--- src/rtl/life_pkg.sv ---
// Shared types and width helpers for the Game-of-Life frame streaming path.
package life_pkg;

    typedef enum logic [1:0] {IDLE, STREAM, DONE} state_t;

    // Largest board the generic row-slice helper can address.
    localparam int MAX_N     = 32;
    localparam int MAX_CELLS = MAX_N * MAX_N;

    function automatic int ROW_IDX_W(input int n);
        return (n > 1) ? $clog2(n) : 1;
    endfunction

    function automatic int POP_W(input int n);
        return $clog2(n * n + 1);
    endfunction

    // Row r of an n x n board, row 0 in the top bits; caller truncates to n bits.
    function automatic logic [MAX_N-1:0] row_slice(input logic [MAX_CELLS-1:0] board,
                                                   input int n, input int r);
        return board[n * (n - 1 - r) +: MAX_N];
    endfunction

endpackage

--- src/rtl/row_popcount.sv ---
// Combinational population count of one N-bit board row.
module row_popcount #(
    parameter int N = 16,
    localparam int PW = $clog2(N + 1)
) (
    input  logic [N-1:0]  row,
    output logic [PW-1:0] pop
);

    always_comb begin
        pop = '0;
        for (int i = 0; i < N; i++)
            pop = pop + PW'(row[i]);
    end

endmodule

--- src/rtl/life_frame_streamer.sv ---
// Snapshots the life board on start, streams it row by row over valid/ready,
// then reports population and still-life status of the finished frame.
module life_frame_streamer
    import life_pkg::*;
#(
    parameter int N     = 16,
    parameter int CNT_W = 8,
    localparam int IW   = ROW_IDX_W(N),
    localparam int PW   = POP_W(N),
    localparam int RPW  = $clog2(N + 1)
) (
    input  logic             clk,
    input  logic             reset,
    input  logic [N*N-1:0]   cells,
    input  logic             start,
    input  logic             row_ready,
    output logic             row_valid,
    output logic [N-1:0]     row_data,
    output logic [IW-1:0]    row_idx,
    output logic             row_last,
    output logic             frame_done,
    output logic [PW-1:0]    frame_pop,
    output logic             frame_static,
    output logic             busy,
    output logic [CNT_W-1:0] dropped_starts
);

    state_t           state, state_nxt;
    logic [N*N-1:0]   snap, prev_snap;
    logic             have_prev, eq;
    logic [PW-1:0]    pop_acc;
    logic [IW-1:0]    idx;
    logic [N-1:0]     cur_row;
    logic [RPW-1:0]   cur_pop;
    logic             hs, last;

    assign cur_row = N'(row_slice(MAX_CELLS'(snap), N, int'(idx)));
    assign last    = (idx == IW'(N - 1));

    row_popcount #(.N(N)) u_pop (.row(cur_row), .pop(cur_pop));

    always_comb begin
        state_nxt  = state;
        row_valid  = (state == STREAM);
        row_data   = row_valid ? cur_row : '0;
        row_idx    = idx;
        row_last   = row_valid && last;
        frame_done = (state == DONE);
        busy       = (state != IDLE);
        hs         = row_valid && row_ready;
        case (state)
            IDLE:    if (start)      state_nxt = STREAM;
            STREAM:  if (hs && last) state_nxt = DONE;
            DONE:                    state_nxt = IDLE;
            default:                 state_nxt = IDLE;
        endcase
    end

    always_ff @(posedge clk or negedge reset) begin
        if (!reset) begin
            state          <= IDLE;
            snap           <= '0;
            prev_snap      <= '0;
            have_prev      <= 1'b0;
            eq             <= 1'b0;
            pop_acc        <= '0;
            idx            <= '0;
            frame_pop      <= '0;
            frame_static   <= 1'b0;
            dropped_starts <= '0;
        end else begin
            state <= state_nxt;
            if (state == IDLE && start) begin
                snap    <= cells;
                idx     <= '0;
                pop_acc <= '0;
                eq      <= have_prev && (cells == prev_snap);
            end
            if (hs) begin
                pop_acc <= pop_acc + PW'(cur_pop);
                if (!last) begin
                    idx <= idx + 1'b1;
                end else begin
                    // Results land on the edge entering DONE so they align with frame_done.
                    frame_pop    <= pop_acc + PW'(cur_pop);
                    frame_static <= eq;
                    prev_snap    <= snap;
                    have_prev    <= 1'b1;
                end
            end
            if (start && state != IDLE && dropped_starts != '1)
                dropped_starts <= dropped_starts + 1'b1;
        end
    end

endmodule

--- config.mk ---
export PLATFORM = sky130hd
export DESIGN_NAME = life_frame_streamer
export DESIGN_NICKNAME = d
export VERILOG_FILES = /design/src/rtl/life_pkg.sv /design/src/rtl/row_popcount.sv /design/src/rtl/life_frame_streamer.sv
export SDC_FILE = /design/constraint.sdc
export NUM_CORES = 1
export LEC_CHECK = 0
export CORE_AREA = 8 8 238 240
export CTS_CLUSTER_SIZE = 14
export DETAILED_ROUTE_END_ITERATION = 8
export DIE_AREA = 0 0 246 248
export MAX_ROUTING_LAYER = met4
export PLACE_DENSITY = 0.72
export SYNTH_ARGS = -nofsm -noshare
export SYNTH_HDL_FRONTEND = slang
export SYNTH_SLANG_ARGS = --single-unit
--- constraint.sdc ---
create_clock -name clk -period 13.45 [get_ports clk]
set_input_delay 1.345 -clock clk [delete_from_list [all_inputs] [get_ports clk]]
set_output_delay 1.345 -clock clk [all_outputs]
set_load 0.02 [all_outputs]
# Yosys cells after proc, flatten, opt, wreduce, memory -nomap -nowiden
# Index checks and enable logic that the tools add are counted.
# op_classes
shift	1
n_mux	9
add_sub_neg	19
n_eq_ne	7
n_reduce_logical	12
# op_table
op	count
$shiftx 1024x9->16	1
$eq 256x256->1	1
$add 5x1->5	14
$mux 9	2
$mux 16	1
$mux 4	3
$add 9x5->9	1
$add 8x1->8 const B	1
$ne 8x8->1 const B	1
$logic_and 1x1->1	7
$sub 4x4->5 const A	1
$add 4x1->4 const B	1
$eq 4x4->1 const B	1
$mux 2	2
$pmux 2 s2	1
$reduce_and 2->1	2
$reduce_bool 2->1	2
$add 1x1->2	1
$eq 2x1->1 const B	1
$eq 2x2->1 const B	1
$logic_not 2->1	1
$ne 2x1->1 const B	1
$ne 2x2->1 const B	1
# word_totals
inputBits	260
word_cells	58
output_inout_bits	42
register_bits	547

# Depth between registers and ports, before layout
# depth
depth_word	19
ltp_mapped	24
mapped_depth_nobuf	21

# Hierarchy
# From an unflattened synthesis, not the netlist that was laid out.
# unflattened
cells_unflattened	2903
area_unflattened_um2	26245.2
# by_module_without_submodules
module	area_per_inst_um2	cells_each	instances	seq_area_each_um2
life_frame_streamer	25859.8	2862	1	13688.1
row_popcount	385.4	41	1	0.0

# Least setup slack after synthesis
# Ideal clock, no wire load.
# synth_timing
kind	reg-to-reg
start	register idx[0] (netlist: row_idx[0])
end	register frame_pop[8]
arrival_time_ps	6482
setup_ps	135
period_less_slack_ps	6616
slack_ps	6834
required_time_ps	13315
n_path_buf	3
path_stages_with_launch	24
cell_sequence	dfrtp_1 > clkbuf_1 > buf_4 > buf_2 > mux4_2 > mux4_2 > ha_1 > fa_1 > fa_1 > inv_1 > fa_1 > inv_1 > fa_1 > fa_1 > inv_1 > fa_1 > inv_1 > fa_1 > a21o_1 > a21oi_1 > nor2b_1 > o2111ai_1 > xor2_1 > o21ai_0
# synth_between
elab_chain_len	18
word_cells_on_any_way	20
classes_between	17 x add/sub; 1 x eq/ne; 1 x shift; 1 x reduce/logical
# synth_lines
element	line_no	text
start, declared	life_frame_streamer.sv:32	logic [IW-1:0] idx;
start signal, assigned	life_frame_streamer.sv:82	idx <= idx + 1'b1;
$sub 4x4->5	life_pkg.sv:21	return board[n * (n - 1 - r) +: MAX_N];
$shiftx 1024x9->16	life_pkg.sv:21	
$add 1x1->2	row_popcount.sv:13	pop = pop + PW'(row[i]);
$add 5x1->5 (14 in a row)	row_popcount.sv:13	
$add 9x5->9	life_frame_streamer.sv:85	frame_pop <= pop_acc + PW'(cur_pop);
end signal, assigned	life_frame_streamer.sv:85	
end, declared	life_frame_streamer.sv:22	output logic [PW-1:0] frame_pop,
# Parallel ways exist; a longest one is shown, timed or not.
# A chain may end at the register's enable or synchronous reset.

# Worst setup path after layout
# layout_timing
start	register idx[1] (netlist: row_idx[1])
end	register frame_pop[5]
# The elaborated chain is that of the path after synthesis.

==> impl_results.md <==
- Result of the run: complete, no violations
- CP endpoint kind: flip-flop
- Final design utilization: 0.594
- Max-cap violations: 0
- Most common cell after layout, fill and taps aside: nand2_1
- Clock latency on the worst-skew pair: 0.63 ns
- Quantity of gates resized following cts: 0
- Cell type with the largest total area after synthesis: dfrtp_1
- Average detailed-routed wire length per instance: between 20 and 30 um
- Die Height: 248 um
- Initial antenna violation count: 5
- Layout cell share with drive strength beyond 1: 0.0653
- Power per standard cell area: 313 nW/um2
- Count of routing violations after the opening detailed-route iteration: around 2700
- Period utilisation layout: 0.563
- Share of the synthesized area in the top cell type: 0.524
- Signed area change from the synthesized netlist to the final layout: 20.9%
- Initial core utilization: 0.492
- Number of global-route vias before repair: roughly 21000
- Number of flops mapped to enable cells by yosys: 0
- Normalized max-slew margin: 0.172
- Half-perimeter wire length after placement: slightly above 80 mm
- P_leak: approximately 16 nW
- Count of vias placed by the detailed router: between 20000 and 25000
- Start point of the worst hold path: frame_pop[0]$_DFFE_PN0P_
- Area enclosed by the die boundary: 61000 um2
- Highest-delay cell along the critical path: dfrtp_2
- Worst Max-Slew Pin Slew: around 1.2 ns
- CTS sink cnt: approximately 550
- Antenna Violating Nets Remaining: 0
- Worst path arrival time: 8.05 ns
- FF/Latch Area: approximately 14000 um2
- Mean instance size in the synthesized netlist: just over 9 um2
- Pin count of the biggest net entering global routing: roughly 170
- Root buffer cell: clkbuf_16
- Multi-input gate area: around 12000 um2
- Final Hold Vio Count: 0
- Residual DRC: 0
- Crit path cell chain: buf_4, mux4_2, mux4_2, ha_1, fa_1, fa_1, inv_1, fa_1, inv_1, fa_1, fa_1, inv_1, fa_1, inv_1, ha_1, a21o_1, a21oi_1, o21bai_1, a21oi_1, xnor2_1, o21ai_0
- Cell variety after synth: 45
- Number of detailed-route iterations in the first pass: 7
- Seq/Total Area, Yosys: 0.524
- GPL Wtd Cong: between 1 and 1.5
- FF+latch count, synth: roughly 550
- RSZ-0062 raised after global routing: no
- Total wire length after detailed routing: 106 mm
- H-Tree Depth: 2
- Overall track demand over capacity in global routing: 0.355
- Clock transition at the registers of the reported paths: 0.06 ns
- Largest stage delay on the critical path: 0.90 ns
- Top-level port count: around 300
- Final net count: roughly 3400
- Worst reg2reg path startpoint: row_idx[1]$_DFF_PN0_
- Filler Cells Inserted: 4540
- Hold crit path type: reg -> reg
- Required time of the critical path: 13.93 ns
- Worst setup timing slack at the placement stage: approximately 5.9 ns
- Total of buffers placed on input and output ports: 301
- Core Region: between 50000 and 60000 um2
- Global route total overflow: 0
- Period minus WS final: between 7 and 8 ns
- Max Clock Freq: between 0.1 and 0.15 GHz
- Via count normalized by instance count: between 5 and 6
- Source of the critical timing path: row_idx[1]$_DFF_PN0_
- Async set-or-reset flop fraction in the synthesized netlist: 1.00
- Post-CTS Hold Buffers: 0
- Final sum of negative setup slack: 0 ns
- Leading cell types by total area after synthesis: dfrtp_1, nand2_1, mux4_2, xnor2_1, xor2_1
- Class of the most critical setup path: reg -> reg
- Post-Syn Area: approximately 26000 um2
- Number of cell rows: 85
- Post-CTS setup buffer count: 0
- Maximum fanout encountered on the critical timing path: just over 40
- Worst path most repeated cell: fa_1
- Commonest cells after routing, fill and taps aside: nand2_1, dfrtp_1, clkdlybuf4s50_1, xnor2_1, inv_1
- Final worst-path setup slack: a little under 6 ns
- Number of nets produced by synthesis: 3146
- TritonCTS clock tree: yes
- Final worst clock skew: approximately 0.025 ns
- Total CTS buffers: 58
- Final max-slew violation count: 0
- First-pass GRT wire length: 151 mm
- Die X: 246 um
- Number of buffers on the longest clock path: 3
- Number of synthesis warnings: 0
- Peak supply drop: ~630 uV
- Number of standard cells after synthesis: between 2000 and 3000
- Element type at the critical path start: flip-flop
- Fin Hold WS: 0.474 ns
- Final setup violating endpoints: 0
- Synth Flop Type: dfrtp_1
[cells by family after synthesis]
group,Yosys count,synth area share
buffers and inverters,229,0.0345
xor gates and xnor gates,172,0.0577
muxes,81,0.0695
and+or+nand+nor,1633,0.253
DFF,547,0.524
AOI/OAI and AO/OA,178,0.0465
adders and majority gates,23,0.0142
[sequential cells by signal, summed over array words and instances (netlist names)]
name	count
pop_acc	9
eq	1
row_idx	4
dropped_starts	8
snap	256
frame_static	1
state	2
frame_pop	9
prev_snap	256
have_prev	1
[cell usage after synthesis, drive strengths merged (3+ instances only)]
library cell     n
nand2         1431
dfrtp          547
xnor2          111
clkbuf         103
inv             90
o21ai           82
mux4            80
xor2            61
nor2b           53
nand2b          37
buf             36
nand4           34
nor4            33
o22ai           22
a2111o          14
and2            14
ha              12
nand3           12
o2111ai         12
fa              11
a22o             9
nor2             8
a2111oi          6
a21oi            5
o2bb2ai          5
or4              5
a21o             4
and3             4
o221ai           4
o211ai           3
[layout make-up]
class | count | share of cell area
clock buffers | 87 | 0.0542
inverters | 90 | 0.0109
multi-input cells | 2087 | 0.365
repair buffers | 323 | 0.101
well taps | 696 | 0.0276
flip-flops and latches | 547 | 0.434
diodes | 1 | 0.0000793
clock inverters | 19 | 0.00635
[power breakdown]
part	switching, W	total, W	leakage (nW)	internal (W)
Sequential	0.000658	0.00296	7.08	0.00230
Clock	0.000687	0.00162	0.938	0.000934
Combinational	0.00298	0.00530	7.63	0.00232
[layer usage]
metal  GRT usage  up-vias  share of wire
met4       0.141        0          0.048
met1       0.472    11046           0.40
met2       0.536     1154           0.46
met3      0.0699      183          0.092
li1            -     9679              -
met5           -        -              0
[stage by stage]
stage	total power, W	area (um2)	std cells
6_report	0.00988	31500	3850
5_1_grt	0.0105	31500	3850
4_1_cts	0.00989	31500	3849
3_5_place_dp	0.00825	29600	3743
3_3_place_gp	0.00816	29600	3743
2_1_floorplan	0.00634	26100	2863
[worst max-delay path: cells and delay by family (launching register included)]
kind / cells / cell delay [ns]
fa+ha+maj: 8 / 3.26
mux: 2 / 1.03
buf+inv: 5 / 1.01
compound gates: 5 / 0.99
flops: 1 / 0.90
xor+xnor: 1 / 0.17
[final timing paths]
path,depth (start not counted),to,slack (ns)
setup / recovery,21,frame_pop[5]$_DFFE_PN0P_,5.88
hold / removal,2,frame_pop[0]$_DFFE_PN0P_,0.47
setup reg to reg,21,frame_pop[5]$_DFFE_PN0P_,5.88
hold reg to reg,2,frame_pop[0]$_DFFE_PN0P_,0.47
max in group asynchronous,4,prev_snap[16]$_DFFE_PN0P_,9.47
min in group asynchronous,1,dropped_starts[0]$_DFFE_PN0P_,0.76
Power figures use the tool's default switching activity.
